===== config.mk =====
export PLATFORM = sky130hd
export DESIGN_NAME = ddc_dec4
export DESIGN_NICKNAME = d
export VERILOG_FILES = /design/src/rtl/ddc_dec4.sv
export SDC_FILE = /design/constraint.sdc
export NUM_CORES = 2
export LEC_CHECK = 0
export CAP_MARGIN = 20
export CORE_ASPECT_RATIO = 2
export CORE_MARGIN = 4
export CORE_UTILIZATION = 30
export CTS_CLUSTER_SIZE = 28
export DETAILED_ROUTE_END_ITERATION = 12
export GPL_TIMING_DRIVEN = 1
export PLACE_DENSITY = 0.51
export SETUP_SLACK_MARGIN = 0.15
export SLEW_MARGIN = 30
export SYNTH_ARGS = -nofsm -noshare
export SYNTH_HDL_FRONTEND = slang
export SYNTH_SLANG_ARGS = --single-unit

===== constraint.sdc =====
create_clock -name clk -period 10.7 [get_ports clk]
set_input_delay 1.605 -clock clk [delete_from_list [all_inputs] [get_ports clk]]
set_output_delay 1.605 -clock clk [all_outputs]
set_load 0.05 [all_outputs]

===== src/rtl/ddc_dec4.sv =====
// Receive downconverter: mixes 16 real lanes by a fixed fs/4-multiple tone and
// decimates by 4 through an 8-tap boxcar, giving 4 complex samples per clock.

module ddc_dec4_lane #(
    parameter int B  = 16,
    parameter int PH = 0
) (
    input  logic [1:0]   mode,
    input  logic [B-1:0] x,
    output logic [B-1:0] yi,
    output logic [B-1:0] yq
);
    localparam logic [1:0] PH2 = 2'(PH);
    localparam logic [B-1:0] MIN_V = {1'b1, {(B-1){1'b0}}};
    localparam logic [B-1:0] MAX_V = {1'b0, {(B-1){1'b1}}};

    logic [B-1:0] neg;
    logic [1:0]   rot;

    assign neg = (x == MIN_V) ? MAX_V : (~x + B'(1));

    // rot is the power of j this lane is multiplied by
    always_comb begin
        case (mode)
            2'd0:    rot = 2'd0;
            2'd1:    rot = 2'd0 - PH2;
            2'd2:    rot = {PH2[0], 1'b0};
            default: rot = PH2;
        endcase
    end

    always_comb begin
        yi = '0;
        yq = '0;
        case (rot)
            2'd0:    yi = x;
            2'd1:    yq = x;
            2'd2:    yi = neg;
            default: yq = neg;
        endcase
    end
endmodule

module ddc_dec4 #(
    parameter int B = 16
) (
    input  logic            clk,
    input  logic            rstn,
    input  logic [16*B-1:0] din,
    input  logic            din_valid,
    output logic [8*B-1:0]  dout,
    output logic            dout_valid,
    input  logic [1:0]      MODE_REG
);
    localparam int NUM_LANES = 16;
    localparam int NUM_OUT   = 4;
    localparam int SW        = B + 3;

    logic [NUM_LANES-1:0][B-1:0] mix_i, mix_q;
    logic [NUM_LANES-1:0][B-1:0] s1_i_q, s1_i_d, s1_q_q, s1_q_d;
    logic [3:0][B-1:0]           hist_i_q, hist_i_d, hist_q_q, hist_q_d;
    logic [NUM_LANES+3:0][B-1:0] ext_i, ext_q;
    logic [NUM_OUT-1:0][SW-1:0]  sum_i_q, sum_i_d, sum_q_q, sum_q_d;
    logic [8*B-1:0]              dout_q, dout_d;
    logic                        dout_valid_q, dout_valid_d;
    logic [1:0]                  mode_q, mode_d;
    logic                        fresh_q, fresh_d;
    logic [2:1]                  vld_pipe_q, vld_pipe_d;
    logic [2:1]                  sup_pipe_q, sup_pipe_d;
    logic                        chg;

    for (genvar n = 0; n < NUM_LANES; n++) begin : g_lane
        ddc_dec4_lane #(.B(B), .PH(n % 4)) u_lane (
            .mode (MODE_REG),
            .x    (din[B*n +: B]),
            .yi   (mix_i[n]),
            .yq   (mix_q[n])
        );
    end

    // Index m of ext is stream position m-4: history occupies the negative taps.
    assign ext_i = {s1_i_q, hist_i_q};
    assign ext_q = {s1_q_q, hist_q_q};

    function automatic logic [SW-1:0] sum8(input logic [7:0][B-1:0] v);
        logic [SW-1:0] acc;
        acc = '0;
        for (int j = 0; j < 8; j++) acc = acc + {{3{v[j][B-1]}}, v[j]};
        return acc;
    endfunction

    function automatic logic [B-1:0] rnd(input logic [SW-1:0] s);
        logic [SW:0] u, v;
        u = {s[SW-1], s} + (SW+1)'(4);
        v = {{3{u[SW]}}, u[SW:3]};
        if ((&v[SW:B-1]) || !(|v[SW:B-1])) return v[B-1:0];
        return v[SW] ? {1'b1, {(B-1){1'b0}}} : {1'b0, {(B-1){1'b1}}};
    endfunction

    // The first beat after reset already sees zero history, so it is not a mode change.
    assign chg = din_valid && !fresh_q && (MODE_REG != mode_q);

    always_comb begin
        mode_d       = mode_q;
        fresh_d      = fresh_q;
        s1_i_d       = s1_i_q;
        s1_q_d       = s1_q_q;
        hist_i_d     = hist_i_q;
        hist_q_d     = hist_q_q;
        sum_i_d      = sum_i_q;
        sum_q_d      = sum_q_q;
        dout_d       = dout_q;
        vld_pipe_d   = {vld_pipe_q[1], din_valid};
        sup_pipe_d   = {sup_pipe_q[1], chg};
        dout_valid_d = vld_pipe_q[2] && !sup_pipe_q[2];

        if (din_valid) begin
            mode_d  = MODE_REG;
            fresh_d = 1'b0;
            s1_i_d  = mix_i;
            s1_q_d  = mix_q;
            for (int l = 0; l < 4; l++) begin
                hist_i_d[l] = chg ? '0 : s1_i_q[12+l];
                hist_q_d[l] = chg ? '0 : s1_q_q[12+l];
            end
        end

        if (vld_pipe_q[1]) begin
            for (int k = 0; k < NUM_OUT; k++) begin
                sum_i_d[k] = sum8(ext_i[4*k +: 8]);
                sum_q_d[k] = sum8(ext_q[4*k +: 8]);
            end
        end

        if (vld_pipe_q[2] && !sup_pipe_q[2]) begin
            for (int k = 0; k < NUM_OUT; k++)
                dout_d[2*B*k +: 2*B] = {rnd(sum_q_q[k]), rnd(sum_i_q[k])};
        end
    end

    always_ff @(posedge clk or negedge rstn) begin
        if (!rstn) begin
            mode_q       <= '0;
            fresh_q      <= 1'b1;
            s1_i_q       <= '0;
            s1_q_q       <= '0;
            hist_i_q     <= '0;
            hist_q_q     <= '0;
            sum_i_q      <= '0;
            sum_q_q      <= '0;
            dout_q       <= '0;
            dout_valid_q <= 1'b0;
            vld_pipe_q   <= '0;
            sup_pipe_q   <= '0;
        end else begin
            mode_q       <= mode_d;
            fresh_q      <= fresh_d;
            s1_i_q       <= s1_i_d;
            s1_q_q       <= s1_q_d;
            hist_i_q     <= hist_i_d;
            hist_q_q     <= hist_q_d;
            sum_i_q      <= sum_i_d;
            sum_q_q      <= sum_q_d;
            dout_q       <= dout_d;
            dout_valid_q <= dout_valid_d;
            vld_pipe_q   <= vld_pipe_d;
            sup_pipe_q   <= sup_pipe_d;
        end
    end

    assign dout       = dout_q;
    assign dout_valid = dout_valid_q;
endmodule


==> key figures <==
Clock network
  – Root Driver: clkbuf_16
  – CTS tree: done
  – # hold bufs at CTS: 0
  – Post-cts sizing count: 0
  – Clk slew on worst S/H paths: 70 ps
  – CTS buffer count: 76
  – Clk buf depth: 3
  – Setup bufs post-CTS: 0
  – CTS H-Tree Depth: 3
  – Worst skew pair latency: 690 ps
  – Clk sink count: 752

STA
  – RSZ-0062 raised after global routing: false
  – Setup violators final: 0
  – Relative slew slack: 28.2%
  – Max-slew violations: 0
  – Hold slack: 348 ps
  – Highest clock rate: 0.187 GHz
  – Worst setup margin: 5340 ps
  – Skew final: 35.7 ps
  – Period utilisation layout: 50.1%
  – Final Hold Viols: 0
  – Setup TNS: 0 ps
  – Worst-Margin Slew: 1070 ps
  – Period minus WS final: 5360 ps

Synth
  – #FFs+latches synth: 752
  – Post-synthesis cell area: 54500 sq um
  – Post-synthesis cell type count: 86
  – Sequential element share of the synthesized area: 34.5%
  – Asr flop ratio synth: 100%
  – Avg Inst Size Synth: 9.63 sq um
  – Yosys warns: 0
  – Synth Instances: 5662
  – Primary FF master, synth: dfrtp_1
  – EDFF count, synth: 0
  – Syn_nets: 6607

Die
  – Die area: 189000 sq um
  – Die X: 309 um
  – IO Pins: 390
  – Core footprint: 181000 sq um
  – Core Rows: 221
  – Starting Density: 30.1%
  – Die Ht: 611 um

Layout
  – Area delta synth->final: 17.3%
  – Non-Filler Instances: 8380
  – Design Area, Final: 64000 sq um
  – Final core occ: 35.3%
  – Nets@finish: 6908
  – Share of cells above drive strength 1: 5.87%

Global routing
  – First-pass GRT wire length: 323000 um
  – Number of global-route vias before repair: 44600
  – Largest net degree at the start of global routing: 142
  – Initial antenna violation count: 23
  – Total congestion overflow: 0
  – GRT Total Usage: 23.9%

Power
  – Reg power frac: 20.4%
  – Comb power frac: 65.2%
  – Max VDD drop: 245 uV
  – PwrDens: 325 nW/um^2
  – Leakage: 29.0 nW
  – P_int: 10.7 mW
  – Sw power: 10.1 mW
  – Sw Share: 48.4%
  – Power Total: 20.8 mW
  – Clk pwr share: 14.3%

Hold path
  – Hold Path End: sup_pipe_q[2]
  – Worst Hold Launch: sup_pipe_q[1]
  – Hold Crit Class: reg2reg
  – Hold Path Stages: 0

Detailed routing
  – 1st-iter DRT viols: 3160
  – DR pass1 iterations: 6
  – Wire length per cell: 27.1 um
  – Via density: 5.14
  – Vias: 43100
  – Post-route ant nets: 0
  – WL final: 227000 um
  – Drc violations: 0

Flow run
  – Max-Cap Viols: 0

Setup path
  – Slowest-stage cell, CP: fa_1
  – Crit-path cells: inv_1 -> fa_1 -> inv_1 -> fa_1 -> fa_1 -> inv_1 -> fa_1 -> inv_1 -> ha_1 -> fa_1 -> a211oi_1 -> nor2_1 -> o21ai_0 -> o21ai_0 -> a311o_1 -> a2111oi_0 -> nand3b_1
  – CP startpoint kind: register
  – Worst Path Max Fanout: 3
  – CP Capture Type: register
  – CP max stage delay: 540 ps
  – Cell repeated most along the worst path: fa_1
  – R2R depth: 17
  – R2R Path End: sum_i_q[56]
  – Arr. time, crit path: 5970 ps
  – R2r setup slk: 5340 ps
  – WS Path Type: reg2reg
  – CP required: 11310 ps
  – Reg2reg start: ext_i[178]

Place
  – Port bufs: 389
  – Area after DPL: 61200 sq um
  – Placed Cells: 8224
  – Final HPWL DP: 188000 um
  – Gpl congestion: 0.972
  – Place WS: 5380 ps

Status
  – Status: complete, no violations
## flip-flops by register name, summed over array words and instances (netlist names)
register and flops:
dout 128, sum_i_q 68, mode_q 2, ext_i 320
sup_pipe_q 2, dout_valid 1, fresh_q 1, sum_q_q 68
ext_q 160, vld_pipe_q 2
## Yosys cell counts, types with 84 or more instances
| master | number | share of area, % |
|---|---|---|
| a21oi_1 | 266 | 2.4 |
| dfrtp_1 | 751 | 34 |
| o22ai_1 | 122 | 1.4 |
| mux2i_1 | 125 | 2.3 |
| fa_1 | 524 | 19 |
| nand2_1 | 445 | 3.1 |
| xnor2_1 | 133 | 2.1 |
| ha_1 | 160 | 3.7 |
| nor2_1 | 427 | 2.9 |
| nand3_1 | 112 | 1.0 |
| xor2_1 | 125 | 2.0 |
| mux2_2 | 84 | 1.7 |
| clkbuf_1 | 183 | 1.3 |
| inv_1 | 865 | 6.0 |
| o21ai_0 | 365 | 3.3 |
## area by class of cell
type                       instances  area [sq um]
sequential                       752         18800
multi-input combinational       3811         31700
tap                             2341          2930
clock buffer                      94          2100
fill                           18400        117000
timing repair buffer             455          4500
antenna                           13          32.5
inverter                         867          3260
clock inverter                    47           567
## power by group through the flow
stage | logic (mW) | registers [mW] | clock network, mW
floorplan | 8.46 | 4.82 | 0
global placement | 13.3 | 4.29 | 0
detailed placement | 13.5 | 4.32 | 0
CTS | 13.6 | 4.26 | 3.05
global route | 15.0 | 4.35 | 3.14
finish | 13.6 | 4.25 | 2.98
## worst max-delay path, delay by kind of cell, from the launching register on
family	cells	cell delay [ps]
compound gates	5	1670
fa+ha+maj	6	2710
buf+inv	4	240
flops	1	400
simple gates	2	270
## kinds of logic after synthesis
kind of cell | Yosys count | share of synthesized area [%]
muxes | 209 | 4.03
buffers and inverters | 1099 | 7.61
and+or+nand+nor | 1364 | 11.6
AOI/OAI and AO/OA | 1296 | 15.2
xor gates and xnor gates | 258 | 4.14
adders and majority gates | 684 | 22.9
DFF | 752 | 34.5
## layout by cell type (no fill, tap or decap), drive strengths merged, types with 29 or more instances in the layout
| cell | count |
|---|---|
| a21o | 58 |
| a21oi | 266 |
| a22o | 35 |
| a22oi | 55 |
| a31oi | 37 |
| and3 | 31 |
| buf | 70 |
| clkbuf | 94 |
| clkdlybuf4s50 | 385 |
| dfrtp | 751 |
| fa | 524 |
| ha | 160 |
| inv | 873 |
| mux2 | 84 |
| mux2i | 125 |
| nand2 | 445 |
| nand2b | 29 |
| nand3 | 112 |
| nand4 | 43 |
| nor2 | 427 |
| nor3 | 71 |
| nor4 | 29 |
| o21a | 37 |
| o21ai | 369 |
| o22ai | 122 |
| o2bb2ai | 82 |
| o31ai | 39 |
| or3 | 37 |
| xnor2 | 133 |
| xor2 | 125 |
## metal layers
| layer | GRT usage [%] | wire [um] |
|---|---|---|
| met5 | 0 | 109 |
| met4 | 19.7 | 23600 |
| met3 | 3.50 | 11300 |
| met2 | 39.1 | 106000 |
| met1 | 27.5 | 85500 |
## how the worst max path moves through the flow
stage                    start          end  slack (ps)
finish              ext_i[178]  sum_i_q[56]        5340
global route        ext_i[178]  sum_i_q[56]        5050
CTS                 ext_i[178]  sum_i_q[56]        5390
detailed placement  ext_i[178]  sum_i_q[56]        5380
global placement      din[208]   ext_i[274]        5050
floorplan           ext_i[178]  sum_i_q[56]        5840
Power figures use the tool's default switching activity.
